File: src/rtl/hm_rd_sched.sv
// Purpose : splits a host read into 4KB-safe Memory Read chunks and sequences them to the TX engine.
// Latency : first tx_req one cycle after start; next chunk issued the cycle after its completion pulse.
// Backpres: tx_req/tx_addr/tx_len are held stable until tx_ack; start is ignored while busy.
//
// Ports:
//   trn_clk, sys_rst (sync, active-high), trn_lnk_up_n (active-low link up)
//   start/addr/total_dw : command in;  busy/done/error : status out
//   tx_req/tx_ack/tx_addr/tx_len : request handshake to the TX engine
//   rx_memory_read : last completion of the outstanding chunk has arrived
//   stat_chunks/stat_state : completed-chunk counter and raw state
// Build option: define HM_RD_SCHED_TIMEOUT_EN to add the WAIT timeout and retry logic.
// MAX_RD_DW must be 1..1023 so a chunk length always fits the 10-bit tx_len.
module hm_rd_sched #(
  parameter int unsigned MAX_RD_DW      = 128,
  parameter logic [15:0] TIMEOUT_CYCLES = 16'hffff,
  parameter int unsigned MAX_RETRY      = 3
) (
  input  logic        trn_clk,
  input  logic        sys_rst,
  input  logic        trn_lnk_up_n,
  input  logic        start,
  input  logic [63:0] addr,
  input  logic [15:0] total_dw,
  output logic        busy,
  output logic        done,
  output logic        error,
  output logic        tx_req,
  input  logic        tx_ack,
  output logic [63:0] tx_addr,
  output logic [9:0]  tx_len,
  input  logic        rx_memory_read,
  output logic [15:0] stat_chunks,
  output logic [1:0]  stat_state
);

  typedef enum logic [1:0] {
    ST_IDLE  = 2'd0,
    ST_ISSUE = 2'd1,
    ST_WAIT  = 2'd2,
    ST_BAD   = 2'd3
  } state_e;

  localparam logic [15:0] MAX_DW16 = 16'(MAX_RD_DW);

  state_e      state_q, state_d;
  logic [63:0] cur_addr_q, cur_addr_d;
  logic [15:0] rem_dw_q, rem_dw_d;
  logic        tx_req_q, tx_req_d;
  logic [63:0] tx_addr_q, tx_addr_d;
  logic [9:0]  tx_len_q, tx_len_d;
  logic        done_q, done_d;
  logic        error_q, error_d;
  logic [15:0] stat_chunks_q, stat_chunks_d;
  logic [63:0] nxt_addr;
  logic [15:0] nxt_rem;

`ifdef HM_RD_SCHED_TIMEOUT_EN
  localparam logic [7:0] MAX_RETRY8 = 8'(MAX_RETRY);
  logic [15:0] tmo_cnt_q, tmo_cnt_d;
  logic [7:0]  retry_q, retry_d;
  logic        unused_bits;
  assign unused_bits = ^addr[1:0];
`else
  logic        unused_bits;
  assign unused_bits = ^{addr[1:0], TIMEOUT_CYCLES, 32'(MAX_RETRY)};
`endif

  // Largest chunk that fits: remaining work, max payload, and bytes left
  // before the next 4KB page (1..4096 bytes, hence the 13-bit difference).
  function automatic logic [9:0] chunk_len(input logic [11:0] a12, input logic [15:0] rem);
    logic [12:0] to_4k;
    logic [15:0] len;
    to_4k = 13'd4096 - {1'b0, a12};
    len   = rem;
    if (len > MAX_DW16) len = MAX_DW16;
    if ({5'd0, to_4k[12:2]} < len) len = {5'd0, to_4k[12:2]};
    return len[9:0];
  endfunction

  always_comb begin
    state_d       = state_q;
    cur_addr_d    = cur_addr_q;
    rem_dw_d      = rem_dw_q;
    tx_addr_d     = tx_addr_q;
    tx_len_d      = tx_len_q;
    stat_chunks_d = stat_chunks_q;
    done_d        = 1'b0;
    error_d       = 1'b0;
    nxt_addr      = cur_addr_q + {52'd0, tx_len_q, 2'b00};
    nxt_rem       = rem_dw_q - {6'd0, tx_len_q};
`ifdef HM_RD_SCHED_TIMEOUT_EN
    tmo_cnt_d     = tmo_cnt_q;
    retry_d       = retry_q;
`endif
    case (state_q)
      ST_IDLE: begin
        if (start) begin
          // A dead link fails the command even when it asks for zero dwords.
          if (trn_lnk_up_n) begin
            error_d = 1'b1;
          end else if (total_dw == 16'd0) begin
            done_d = 1'b1;
          end else begin
            state_d    = ST_ISSUE;
            cur_addr_d = {addr[63:2], 2'b00};
            rem_dw_d   = total_dw;
            tx_addr_d  = {addr[63:2], 2'b00};
            tx_len_d   = chunk_len({addr[11:2], 2'b00}, total_dw);
`ifdef HM_RD_SCHED_TIMEOUT_EN
            retry_d    = 8'd0;
`endif
          end
        end
      end
      ST_ISSUE: begin
        if (trn_lnk_up_n) begin
          error_d = 1'b1;
          state_d = ST_IDLE;
        end else if (tx_ack) begin
          state_d = ST_WAIT;
`ifdef HM_RD_SCHED_TIMEOUT_EN
          tmo_cnt_d = 16'd0;
`endif
        end
      end
      ST_WAIT: begin
        if (trn_lnk_up_n) begin
          error_d = 1'b1;
          state_d = ST_IDLE;
        end else if (rx_memory_read) begin
          // Completion wins over a coincident timeout.
          cur_addr_d    = nxt_addr;
          rem_dw_d      = nxt_rem;
          stat_chunks_d = stat_chunks_q + 16'd1;
`ifdef HM_RD_SCHED_TIMEOUT_EN
          retry_d       = 8'd0;
`endif
          if (nxt_rem == 16'd0) begin
            done_d  = 1'b1;
            state_d = ST_IDLE;
          end else begin
            state_d   = ST_ISSUE;
            tx_addr_d = nxt_addr;
            tx_len_d  = chunk_len(nxt_addr[11:0], nxt_rem);
          end
        end
`ifdef HM_RD_SCHED_TIMEOUT_EN
        else if (tmo_cnt_q == TIMEOUT_CYCLES) begin
          // Reissue keeps tx_addr/tx_len untouched.
          if (retry_q < MAX_RETRY8) begin
            retry_d = retry_q + 8'd1;
            state_d = ST_ISSUE;
          end else begin
            error_d = 1'b1;
            state_d = ST_IDLE;
          end
        end else begin
          tmo_cnt_d = tmo_cnt_q + 16'd1;
        end
`endif
      end
      default: state_d = ST_IDLE;
    endcase
    tx_req_d = (state_d == ST_ISSUE);
  end

  always_ff @(posedge trn_clk) begin
    if (sys_rst) begin
      state_q       <= ST_IDLE;
      cur_addr_q    <= 64'd0;
      rem_dw_q      <= 16'd0;
      tx_req_q      <= 1'b0;
      tx_addr_q     <= 64'd0;
      tx_len_q      <= 10'd0;
      done_q        <= 1'b0;
      error_q       <= 1'b0;
      stat_chunks_q <= 16'd0;
`ifdef HM_RD_SCHED_TIMEOUT_EN
      tmo_cnt_q     <= 16'd0;
      retry_q       <= 8'd0;
`endif
    end else begin
      state_q       <= state_d;
      cur_addr_q    <= cur_addr_d;
      rem_dw_q      <= rem_dw_d;
      tx_req_q      <= tx_req_d;
      tx_addr_q     <= tx_addr_d;
      tx_len_q      <= tx_len_d;
      done_q        <= done_d;
      error_q       <= error_d;
      stat_chunks_q <= stat_chunks_d;
`ifdef HM_RD_SCHED_TIMEOUT_EN
      tmo_cnt_q     <= tmo_cnt_d;
      retry_q       <= retry_d;
`endif
    end
  end

  assign busy        = (state_q == ST_ISSUE) || (state_q == ST_WAIT);
  assign done        = done_q;
  assign error       = error_q;
  assign tx_req      = tx_req_q;
  assign tx_addr     = tx_addr_q;
  assign tx_len      = tx_len_q;
  assign stat_chunks = stat_chunks_q;
  assign stat_state  = state_q;

endmodule

File: config.mk
export PLATFORM = sky130hd
export DESIGN_NAME = hm_rd_sched
export DESIGN_NICKNAME = d
export VERILOG_FILES = /design/src/rtl/hm_rd_sched.sv
export SDC_FILE = /design/constraint.sdc
export NUM_CORES = 1
export LEC_CHECK = 0
export BUFFER_PORTS_ARGS = -buffer_cell sky130_fd_sc_hd__clkbuf_2
export CORE_MARGIN = 1.5
export CORE_UTILIZATION = 57
export DETAILED_ROUTE_END_ITERATION = 10
export GPL_TIMING_DRIVEN = 1
export PLACE_DENSITY = 0.81
export SYNTH_ARGS = -nofsm -noshare
export SYNTH_HDL_FRONTEND = slang
export SYNTH_SLANG_ARGS = --single-unit
File: constraint.sdc
create_clock -name trn_clk -period 6 [get_ports trn_clk]
set_input_delay 0.3 -clock trn_clk [delete_from_list [all_inputs] [get_ports trn_clk]]
set_output_delay 0.3 -clock trn_clk [all_outputs]
set_load 0.01 [all_outputs]
# [Word level (Yosys, flattened, before mapping)]
# Index checks and enable logic that the tools add are counted.
[totals] out_inout_bits=96 inputBits=86 latchBits=0 ramBits=0 romBits=0 mem_count=0 ff_bits=175 elab_cells=91
[op_classes] reduce_logical=9 addsub=5 mux=54 eq_ne=9 div=0 shift=0 bitwise_logic=1 order_cmp=4 n_mul=0
[ops] cell="$mux W64" count=8
[ops] cell="$pmux W64 S2" count=2
[ops] cell="$mux W16" count=15
[ops] cell="$mux W10" count=8
[ops] cell="$add A64 B12 Y64" count=1
[ops] cell="$gt A16 B8 Y1 const B" count=2
[ops] cell="$logic_not A16 Y1" count=2
[ops] cell="$lt A11 B16 Y1" count=2
[ops] cell="$pmux W16 S2" count=1
[ops] cell="$sub A13 B12 Y13 const A" count=2
[ops] cell="$pmux W10 S2" count=1
[ops] cell="$add A16 B1 Y16 const B" count=1
[ops] cell="$sub A16 B10 Y16" count=1
[ops] cell="$mux W2" count=7
[ops] cell="$ne A2 B2 Y1 const B" count=6
[ops] cell="$mux W1" count=9
[ops] cell="$reduce_and A7 Y1" count=1
[ops] cell="$pmux W2 S3" count=1
[ops] cell="$reduce_and A6 Y1" count=1
[ops] cell="$eq A2 B1 Y1 const B" count=2
[ops] cell="$pmux W1 S2" count=2
[ops] cell="$reduce_and A3 Y1" count=1
[ops] cell="$eq A2 B2 Y1 const B" count=1
[ops] cell="$logic_not A2 Y1" count=1
[ops] cell="other kinds (4)" count=4

# [Depth between registers and ports, before layout]
# Gate-level depths: netlist (run 1).
[depth] depth_word=13 mapped_depth=21 depth_no_buf=20

# [Least setup slack after synthesis (run 1)]
# No wires, ideal clock.
[synth_path] path_type="reg-to-reg" start="reg tx_len_q[0] (netlist: tx_len[0])" end="reg tx_len_q[8] (netlist: tx_len[8])" t_arrival_ns=4.479 stages_incl_launch_ff=19 setup_slack_ns=1.436 required_ns=5.914 cell_sequence="dfxtp_1 ha_1 fa_1 a21o_1 a211oi_1 nor2_1 or4_4 nor3_1 nor3b_1 xnor2_1 ha_1 a2111oi_0 o21ai_0 a21oi_1 and2_1 nand4_1 a21oi_2 a221oi_1 a211oi_1"
[synth_between] elab_chain_cells=13
[synth_rtl] element="start, declared" line="50" rtl="logic [9:0] tx_len_q, tx_len_d;"
[synth_rtl] element="start signal, assigned" line="188" rtl="tx_len_q <= tx_len_d;"
[synth_rtl] element="$sub A16 B10 Y16" line="90" rtl="nxt_rem = rem_dw_q - {6'd0, tx_len_q};"
[synth_rtl] element="$gt A16 B8 Y1" line="75" rtl="if (len > MAX_DW16) len = MAX_DW16;"
[synth_rtl] element="$mux W16" line="75"
[synth_rtl] element="$mux W16" line="138" rtl="if (nxt_rem == 16'd0) begin"
[synth_rtl] element="$mux W16" line="130" rtl="end else if (rx_memory_read) begin"
[synth_rtl] element="$mux W16" line="127" rtl="if (trn_lnk_up_n) begin"
[synth_rtl] element="$mux W16" line="95" rtl="case (state_q)"
[synth_rtl] element="$lt A11 B16 Y1" line="76" rtl="if ({5'd0, to_4k[12:2]} < len) len = {5'd0, to_4k[12:2]};"
[synth_rtl] element="$mux W10" line="76"
[synth_rtl] element="$mux W10" line="138"
[synth_rtl] element="$mux W10" line="130"
[synth_rtl] element="$mux W10" line="127"
[synth_rtl] element="$pmux W10 S2" line="95"
# Several ways; a longest one is shown, not always the timed one. The select of a mux whose other input is x is not followed.
# A chain may end at the register's enable or synchronous reset.

# [Worst setup path in the final report (run 1)]
[layout_path] start="reg tx_len_q[0] (netlist: tx_len[0])" end="reg tx_len_q[9] (netlist: tx_len[9])"
# Same word-level chain as after synthesis.

==> results of run 1 <==
## routing by layer
metal  vias up  GRT usage, %
li1       5223             -
met1      4968         43.32
met2       416         48.28
met3        50         4.314
met4         0         10.91
met5         -             0
## state kept, by name, summed over array words and instances (netlist names)
name / cells
stat_state: 2
done: 1
rem_dw_q: 16
error: 1
tx_addr: 64
cur_addr_q: 64
stat_chunks: 16
tx_req: 1
tx_len: 10
## placed cells by master (no fill, tap or decap), types with 12 or more instances in the layout
cell type / n
clkbuf_16: 17
or3_1: 17
o31ai_1: 28
nand3b_1: 42
o211ai_1: 62
a31oi_1: 15
a211oi_1: 44
o21ai_0: 56
inv_1: 41
nor2_1: 136
clkbuf_2: 178
xor2_1: 41
nand2b_1: 13
nand2_1: 149
a21oi_1: 104
a211o_1: 12
nand3_1: 35
nor3_1: 25
a21o_1: 12
xnor2_1: 35
mux2i_1: 17
buf_4: 13
dfxtp_1: 175
ha_1: 45
## worst max-delay path: stages, from the launching register on
cell and delay, ns:
dfxtp_1 0.38, ha_1 0.25, fa_1 0.42, nand2b_1 0.21
a211oi_2 0.43, o21ai_0 0.21, a2111oi_1 0.57, a21o_1 0.21
and3_1 0.38, nand2b_1 0.13, ha_1 0.32, a21o_1 0.16
a21o_1 0.17, a21oi_1 0.23, and2_1 0.17, nand4_1 0.19
a21oi_2 0.40, a221oi_2 0.13, a211oi_1 0.28
## power groups by stage
stage	Sequential, W	Combinational (W)	Clock [W]
2_1_floorplan	0.00135	0.000641	0
3_3_place_gp	0.00135	0.000903	0
3_5_place_dp	0.00135	0.000918	0
4_1_cts	0.00132	0.000929	0.00112
5_1_grt	0.00134	0.00104	0.00116
6_report	0.00133	0.000941	0.00111
## through the flow
step | util [%] | hold WS (ns) | worst slack (ns)
after floorplan | - | 0.4400 | 1.436
after global placement | 63.34 | 0.4420 | 0.9260
after detailed placement | 63.34 | 0.4472 | 0.8784
after CTS | 66.42 | 0.1588 | 0.7261
after global routing | 66.42 | 0.1844 | 0.09000
final | 66.42 | 0.1698 | 0.6286
## synthesized netlist by cell type, types with 41 or more instances
| master | count |
|---|---|
| nor2_1 | 136 |
| ha_1 | 46 |
| o21ai_0 | 56 |
| dfxtp_1 | 175 |
| clkbuf_1 | 60 |
| nand3b_1 | 42 |
| inv_1 | 41 |
| a211oi_1 | 44 |
| xor2_1 | 41 |
| a21oi_1 | 104 |
| nand2_1 | 149 |
| o211ai_1 | 62 |
## kinds of logic (layout without fill, tap and decap cells)
logic type,Yosys count,in the layout,synth area share (%)
mux,18,18,1.676
fa+ha+maj,48,48,5.687
other cells,1,6,0.03464
simple gates,499,499,23.27
xor+xnor,76,76,6.150
compound gates,418,418,25.86
flops,175,175,32.37
buf+inv,132,266,4.959
## layout make-up
class                           count  share of cell area (%)
Clock buffer                       18                   3.466
Clock inverter                     14                   1.182
Tap cell                          234                   2.364
Inverter                           41                   1.243
Multi-Input combinational cell   1065                   55.22
Timing Repair Buffer              193                   8.235
Sequential cell                   175                   28.29
## worst paths after layout
path	cells after the start	from	slack (ns)	endpoint
setup / recovery	18	tx_len[0]	0.63	tx_len[9]
hold / removal	3	addr[34]	0.17	cur_addr_q[34]
setup reg to reg	18	tx_len[0]	0.63	tx_len[9]
hold reg to reg	2	tx_addr[60]	0.45	tx_addr[60]
==> metrics.yaml, run 1 <==
power_and_ir_drop:
  p_leak_nw: 4.793
  p_sw_share_pct: 34.94
  power.density_nw_per_um2: 272.7
  power_frac_comb_pct: 27.9
  p_clk_share_pct: 32.9
  irDropWorstVdd_mv: 0.2218
  seqPwrFrac_pct: 39.2
  power_w: 0.003376
  p_int_w: 0.002197
  switchingPower_w: 0.001180
placed_design:
  place_congestion: 0.9256
  place_area_um2: 11810
  dpl.hpwl_um: 21540
  port_buffers: 179
  dp.cells: 1708
global_routing:
  grt_max_degree: 118
  grt_overflow: 0
  grt_first_pass_wirelength_um: 49300
  grt_pass1_vias: 9739
  antenna_found_initial: 0
  grt_usage_pct: 30.77
synth:
  netlist_instances: 1367
  synth-main-ff-cell: "dfxtp_1"
  ys_top_cells_by_area: "dfxtp_1, ha_1, nand2_1"
  yosysTopAreaCell: "dfxtp_1"
  synth_cell_types: 76
  async_flop_share_pct: 0
  synth-edff-count: 0
  synth_area_um2: 10820
  syn_avg_cell_area_um2: 7.918
  synth_seq_cells: 175
  synth-warning-count: 0
  seq_area_frac_synth_pct: 32.37
  synth.top_cell.area_share_pct: 32.37
sta:
  hold_viol: 0
  worst_slew_pin_slew_ns: 0.9801
  setup_viol: 0
  rsz0062_at_grt: "false"
  skew_ns: 0.01597
  report.final.slew_viol_count: 0
  layout_min_cycle_time_ns: 5.371
  timing.slew.headroom_pct: 34.42
  min_period_over_period_pct: 89.52
  max_freq_mhz: 186.2
  setup_tns_ns: 0
final_layout:
  nets: 1627
  stdcell_area_um2: 12380
  seqCellArea_um2: 3503
  n_fill_cell: 1597
  layoutNonFillerInstCount: 1740
  multiInputGateArea_um2: 6838
  n_antenna_cell: 0
  area_growth_pct: 14.40
  drive_gt1_share_pct: 16.73
drt:
  drt_wl_total_um: 30550
  postRouteAntennaNets: 0
  vias: 10660
  route.detailed.drc: 0
  wirelength_met1_um: 14010
  drt_iter0_markers: 840
  highest_layer: "met4"
  routedWlPerCell_um: 17.56
  firstDrtPassIters: 5
  wl_met3_um: 2076
  via_per_inst: 6.125
  wl_met2_um: 13720
clock_tree:
  cts_buffers: 17
  clock_latency_ns: 0.44
  clock_path_buffers: 2
  clock_sinks: 175
  cts_tree: "built"
  cts_max_level: 4
  cts_setup_buffers: 0
  clk_pin_slew_ns: 0.08
  cts_hold_buf: 0
  post_cts_resize_count: 0
  root_buffer: "clkbuf_16"
setup_path:
  path_class: "reg2reg"
  cp.arrival_ns: 5.70
  critPathCaptureType: "flop"
  cp-start-kind: "flop"
  path_max_fanout: 10
  required_ns: 6.33
floorplan:
  boundaryPins: 182
  dieArea_um2: 19830
  die_h_um: 140.8
  start_util_pct: 58.06
  die_w_um: 140.8
  fp-row-count: 50
  placeableCoreArea_um2: 18640
hold_path:
  holdCritPathClass: "in2reg"
run_status:
  status: "finished clean"
flow_run:
  drv_cap: 0
(Power assumes the default switching activity.)
==> inputs of run 2 (changes only) <==
==> constraint.sdc (replaced) <==
create_clock -name trn_clk -period 6 [get_ports trn_clk]
set_input_delay 1.2 -clock trn_clk [delete_from_list [all_inputs] [get_ports trn_clk]]
set_output_delay 1.2 -clock trn_clk [all_outputs]
set_load 0.01 [all_outputs]
==> metrics.yaml, run 2 (synthesis gave the netlist of run 1 again) <==
run_status:
  status: "finished clean"
sta:
  worst_slack_ns: 0.6366  # +0.007972 ns
  hold_viol: 0  # unchanged
  skew_ns: 0.01025  # -0.005715 ns
  min_period_over_period_pct: 89.39  # -0.13 points
  setup_viol: 0  # unchanged
  timing.slew.headroom_pct: 25.15  # -9.3 points
  rsz0062_at_grt: "false"
  report.final.slew_viol_count: 0  # unchanged
  worst_slew_pin_slew_ns: 1.123  # +0.1426 ns
  layout_min_cycle_time_ns: 5.363  # -0.007972 ns
  max_freq_mhz: 186.4  # +0.15%
  setup_tns_ns: 0  # unchanged
clock_tree:
  cts_hold_buf: 0  # unchanged
  clock_latency_ns: 0.44  # about the same
  root_buffer: "clkbuf_16"
  cts_buffers: 17  # unchanged
  cts_max_level: 4  # unchanged
  cts_tree: "built"
  post_cts_resize_count: 0  # unchanged
  cts_setup_buffers: 0  # unchanged
  clock_path_buffers: 2  # unchanged
  clk_pin_slew_ns: 0.07  # about the same
  clock_sinks: 175  # unchanged
placed_design:
  dp_slack_ns: 0.8430  # -0.03537 ns
  place_congestion: 0.9385  # +1.4%
  port_buffers: 179  # unchanged
  dpl.hpwl_um: 21130  # -1.9%
  place_area_um2: 11780  # -0.23%
global_routing:
  grt_max_degree: 123  # +4.2%
  antenna_found_initial: 0  # unchanged
  grt_first_pass_wirelength_um: 49170  # -0.27%
  grt_overflow: 0  # unchanged
  grt_usage_pct: 30.54  # -0.23 points
  grt_pass1_vias: 9709  # -0.31%
power_and_ir_drop:
  p_leak_nw: 4.764  # -0.62%
  power.density_nw_per_um2: 271.3  # -0.51%
  irDropWorstVdd_mv: 0.2208  # -0.44%
setup_path:
  cp-start-kind: "flop"
  rr_endpoint: "tx_len[8]"
  required_ns: 6.34  # about the same
  rr_startpoint: "tx_len[0]"
  path_class: "reg2reg"
  r2r_slack_ns: 0.64  # about the same
  reg2reg_depth: 18  # unchanged
  critPathCaptureType: "flop"
  path_max_fanout: 10  # unchanged
  cp.arrival_ns: 5.70  # about the same
final_layout:
  final_util_pct: 66.21  # -0.21 points
  nets: 1625  # -0.12%
  final_cell_mix: "clkbuf_2, dfxtp_1, nand2_1, nor2_1, a21oi_1"
  stdcell_area_um2: 12340  # -0.32%
  final_common_cell: "clkbuf_2"
  drive_gt1_share_pct: 16.63  # -0.10 points
  n_antenna_cell: 0  # unchanged
  area_growth_pct: 14.03
drt:
  drt_iter0_markers: 875  # +4.2%
  routedWlPerCell_um: 17.59  # +0.21%
  firstDrtPassIters: 5  # unchanged
  postRouteAntennaNets: 0  # unchanged
  vias: 10600  # -0.53%
  via_per_inst: 6.103  # -0.35%
  route.detailed.drc: 0  # unchanged
  drt_wl_total_um: 30560  # about the same
floorplan:
  placeableCoreArea_um2: 18640  # unchanged
  boundaryPins: 182  # unchanged
  die_h_um: 140.8  # unchanged
  dieArea_um2: 19830  # unchanged
  die_w_um: 140.8  # unchanged
  start_util_pct: 58.06  # unchanged
  fp-row-count: 50  # unchanged
hold_path:
  holdCritPathClass: "reg2reg"
  holdPathStages: 2  # -1
  hp-start: "tx_addr[36]"
  holdPathEnd: "tx_addr[36]"
flow_run:
  drv_cap: 0  # unchanged
[run 2: critical path, cell delays in order (launching register included)]
cell       delay (ns)
dfxtp_1          0.37
ha_1             0.24
fa_1             0.43
nand2b_1         0.22
a2111oi_1        0.65
nor2_1           0.09
a221oi_1         0.27
o2111a_1         0.41
and3_1           0.44
nand2b_1         0.11
ha_1             0.30
a21o_1           0.16
a21o_1           0.16
a21oi_1          0.21
and2_1           0.16
nand4_1          0.19
a21oi_2          0.43
a221oi_1         0.17
a211oi_1         0.26
[run 2: metal layers]
metal | GRT usage [%] | share of wire [%] | up-vias
met2 | 47.89 | 45 | 416
met5 | 0 | 0 | -
li1 | - | - | 5233
met1 | 42.38 | 45 | 4888
met4 | 11.35 | 3.1 | 0
met3 | 4.925 | 6.9 | 64
[run 2: per-stage QoR]
step | hold slack, ns | total power (W) | std cells
floorplan | 0.4400 | 0.001989 | 1372
global placement | 0.4420 | 0.002240 | 1706
detailed placement | 0.4460 | 0.002262 | 1706
CTS | 0.4563 | 0.003342 | 1737
global route | 0.4820 | 0.003509 | 1737
finish | 0.4539 | 0.003348 | 1737
[run 2: area by class of cell]
| type | instances | area (um^2) |
|---|---|---|
| multi-input combinational | 1065 | 6838 |
| fill | 1574 | 6300 |
| sequential | 175 | 3503 |
| timing repair buffer | 191 | 992.2 |
| clock buffer | 18 | 439.2 |
| tap | 234 | 292.8 |
| inverter | 41 | 153.9 |
| clock inverter | 13 | 123.9 |
[run 2: power breakdown]
part / switching, W / leakage [nW] / internal, W
clock network: 0.000528 / 0.265 / 0.000557
logic: 0.000582 / 3.07 / 0.000357
registers: 0.0000767 / 1.43 / 0.00125
total: 0.00119 / 4.76 / 0.00216
[run 2: how the worst max path moves through the flow]
stage          cells after the start         from   endpoint  slack, ns
2_1_floorplan                     18    tx_len[0]  tx_len[8]       1.44
3_3_place_gp                      18    tx_len[0]  tx_len[8]       0.87
3_5_place_dp                      18    tx_len[0]  tx_len[8]       0.84
4_1_cts                           18    tx_len[0]  tx_len[8]       0.75
5_1_grt                           19  rem_dw_q[0]  tx_len[8]       0.22
6_report                          18    tx_len[0]  tx_len[8]       0.64
==> inputs of run 3 (changes only) <==
--- a/config.mk
+++ b/config.mk
@@ -5,12 +5,13 @@
 export SDC_FILE = /design/constraint.sdc
 export NUM_CORES = 1
 export LEC_CHECK = 0
+export ABC_AREA = 1
 export BUFFER_PORTS_ARGS = -buffer_cell sky130_fd_sc_hd__clkbuf_2
 export CORE_MARGIN = 1.5
-export CORE_UTILIZATION = 57
+export CORE_UTILIZATION = 58
 export DETAILED_ROUTE_END_ITERATION = 10
 export GPL_TIMING_DRIVEN = 1
-export PLACE_DENSITY = 0.81
+export PLACE_DENSITY = 0.82
 export SYNTH_ARGS = -nofsm -noshare
 export SYNTH_HDL_FRONTEND = slang
 export SYNTH_SLANG_ARGS = --single-unit
==> metrics.yaml, run 3 <==
flow_run:
  drv_cap: 0  # unchanged
clock_tree:
  cts_tree: "built"
  clk_pin_slew_ns: 0.07  # about the same
  clock_path_buffers: 2  # unchanged
  root_buffer: "clkbuf_16"
  clock_latency_ns: 0.44  # about the same
  cts_hold_buf: 0  # unchanged
  post_cts_resize_count: 0  # unchanged
  clock_sinks: 175  # unchanged
  cts_setup_buffers: 0  # unchanged
  cts_buffers: 17  # unchanged
  cts_max_level: 4  # unchanged
floorplan:
  fp-row-count: 50  # unchanged
  die_w_um: 141.5  # +0.49%
  start_util_pct: 59.28  # +1.2 points
  placeableCoreArea_um2: 18770  # +0.67%
  die_h_um: 141.5  # +0.49%
  boundaryPins: 182  # unchanged
  dieArea_um2: 20020  # +0.99%
sta:
  setup_tns_ns: 0  # unchanged
  skew_ns: 0.01096  # +0.0007039 ns
  max_freq_mhz: 200.7  # +7.7%
  worst_hold_slack_ns: 0.4621  # +0.008171 ns
  rsz0062_at_grt: "false"
  timing.slew.headroom_pct: 17.87  # -7.3 points
  worst_slew_pin_slew_ns: 1.227  # +0.1047 ns
  setup_viol: 0  # unchanged
  report.final.slew_viol_count: 0  # unchanged
  min_period_over_period_pct: 83.02  # -6.4 points
  hold_viol: 0  # unchanged
  layout_min_cycle_time_ns: 4.981  # -0.3821 ns
setup_path:
  critPathSlowestCell: "nor2_1"
  required_ns: 6.32  # -0.02 ns
  path_max_fanout: 129  # +119
  cp.depth: 13  # -5
  critPathCaptureType: "flop"
  cp.arrival_ns: 5.30  # -0.40 ns
  crit_family: "simple AND/OR/NAND/NOR gates"
  cp-start-kind: "flop"
  path_buf_inv: 5  # +5
  worst_path_largest_cell_delay_ns: 0.97  # +0.32 ns
  crit_top_cell: "nor2_1"
  reg2reg_depth: 13  # -5
  path_class: "reg2reg"
  path_cells: "inv_1 -> ha_1 -> buf_4 -> nor2_1 -> nor4_1 -> nand2_2 -> nor2_1 -> inv_2 -> o21ai_4 -> buf_4 -> inv_2 -> nor2_1 -> a21oi_1"
placed_design:
  place_congestion: 0.9991  # +6.5%
  dpl.hpwl_um: 23130  # +9.5%
  place_area_um2: 12100  # +2.7%
  port_buffers: 179  # unchanged
  dp.cells: 2003  # +17%
synth:
  synth_common_cells: "nand2_1, inv_1, dfxtp_1, nor2_1, a21oi_1"
  syn_avg_cell_area_um2: 6.776  # -14%
  synth-warning-count: 0  # unchanged
  synth_seq_cells: 175  # unchanged
  synth_area_um2: 11130  # +2.8%
  synth-edff-count: 0  # unchanged
  seq_area_frac_synth_pct: 31.49  # -0.88 points
  netlist_instances: 1642  # +20%
  synth.top_cell.area_share_pct: 31.49  # -0.88 points
  ys_top_cells_by_area: "dfxtp_1, nand2_1, inv_1"
  async_flop_share_pct: 0  # unchanged
  yosysTopAreaCell: "dfxtp_1"
  yosysMostFrequentCell: "nand2_1"
  synth-main-ff-cell: "dfxtp_1"
  synth_cell_types: 50  # -34%
global_routing:
  busiest_layer: "met2"
  grt_overflow: 0  # unchanged
  grt_usage_pct: 31.31  # +0.77 points
  grt_max_degree: 130  # +5.7%
  grtUsageMet3_pct: 7.020  # +2.1 points
  grt_first_pass_wirelength_um: 50760  # +3.2%
  grt_use_met2_pct: 49.56  # +1.7 points
  met1_usage_pct: 42.60  # +0.22 points
  antenna_found_initial: 0  # unchanged
  grt_pass1_vias: 10490  # +8.1%
final_layout:
  final_util_pct: 67.68  # +1.5 points
  nets: 1922  # +18%
  n_fill_cell: 1645  # +4.5%
  final_cell_mix: "nand2_1, inv_1, clkbuf_2, dfxtp_1, nor2_1"
  area_growth_pct: 14.17
  drive_gt1_share_pct: 14.94  # -1.7 points
  n_antenna_cell: 0  # unchanged
  final_common_cell: "nand2_1"
  stdcell_area_um2: 12700  # +2.9%
  layoutNonFillerInstCount: 2034  # +17%
power_and_ir_drop:
  p_clk_share_pct: 33.7  # +1.3 points
  switchingPower_w: 0.001183  # -0.31%
  power.density_nw_per_um2: 267.6  # -1.4%
  power_frac_comb_pct: 26.5  # -1.6 points
  seqPwrFrac_pct: 39.7  # +0.2 points
  p_leak_nw: 6.085  # +28%
  p_sw_share_pct: 34.81  # -0.64 points
  p_int_w: 0.002216  # +2.5%
  irDropWorstVdd_mv: 0.2111  # -4.4%
drt:
  vias: 11290  # +6.5%
  routedWlPerCell_um: 15.31  # -13%
  route.detailed.drc: 0  # unchanged
  drt_iter0_markers: 878  # +0.34%
  postRouteAntennaNets: 0  # unchanged
  via_per_inst: 5.552  # -9.0%
  firstDrtPassIters: 5  # unchanged
  drt_wl_total_um: 31130  # +1.9%
run_status:
  status: "finished clean"
hold_path:
  holdCritPathClass: "reg2reg"
  holdPathStages: 2  # unchanged
-- run 3: area by class of cell --
type                       count  area (um^2)  area share [%]
tap                          234        292.8           2.305
multi-input combinational   1172         6474           50.97
inverter                     237        890.9           7.013
sequential                   175         3503           27.58
timing repair buffer         185        940.9           7.407
clock buffer                  17        425.4           3.349
clock inverter                14        175.2           1.379
-- run 3: cells by family (layout without fill, tap and decap cells) --
family,after synthesis,count (layout),share of synthesized area [%]
xor gates and xnor gates,67,67,5.274
AOI/OAI and AO/OA,365,365,17.65
muxes,42,42,3.779
adders and majority gates,48,48,5.533
DFF,175,175,31.49
other,1,6,0.03371
and+or+nand+nor,644,644,25.69
buffers and inverters,300,453,10.56
-- run 3: tightest hold or removal path: cells and delay by family, from the launching register on --
| family | cells | cell delay (ns) |
|---|---|---|
| buf+inv | 1 | 0.06 |
| flops | 1 | 0.31 |
| compound gates | 1 | 0.05 |
-- run 3: through the flow --
stage                     power, W  setup WS, ns
after floorplan           0.002013         2.261
after global routing      0.003589        0.5467
final                     0.003399         1.019
after CTS                 0.003403         1.086
after detailed placement  0.002257        0.7368
after global placement    0.002232        0.8290
-- run 3: power by group through the flow --
stage / logic, W / registers (W) / clock network, W
floorplan: 0.000634 / 0.00138 / 0
global placement: 0.000860 / 0.00137 / 0
detailed placement: 0.000884 / 0.00137 / 0
CTS: 0.000893 / 0.00135 / 0.00116
global route: 0.00102 / 0.00136 / 0.00121
finish: 0.000902 / 0.00135 / 0.00115
-- run 3: final timing paths --
check / startpoint / end / slack [ns]
min: stat_chunks[15] / stat_chunks[15] / 0.46
min reg2reg: stat_chunks[15] / stat_chunks[15] / 0.46
max reg2reg: stat_state[0] / tx_len[2] / 1.02
max: stat_state[0] / tx_len[2] / 1.02
-- run 3: per-layer routing --
metal	share of wire, %	vias to the layer above
met5	0	-
li1	-	5686
met4	2.5	0
met1	45	5147
met3	8.2	59
met2	44	400
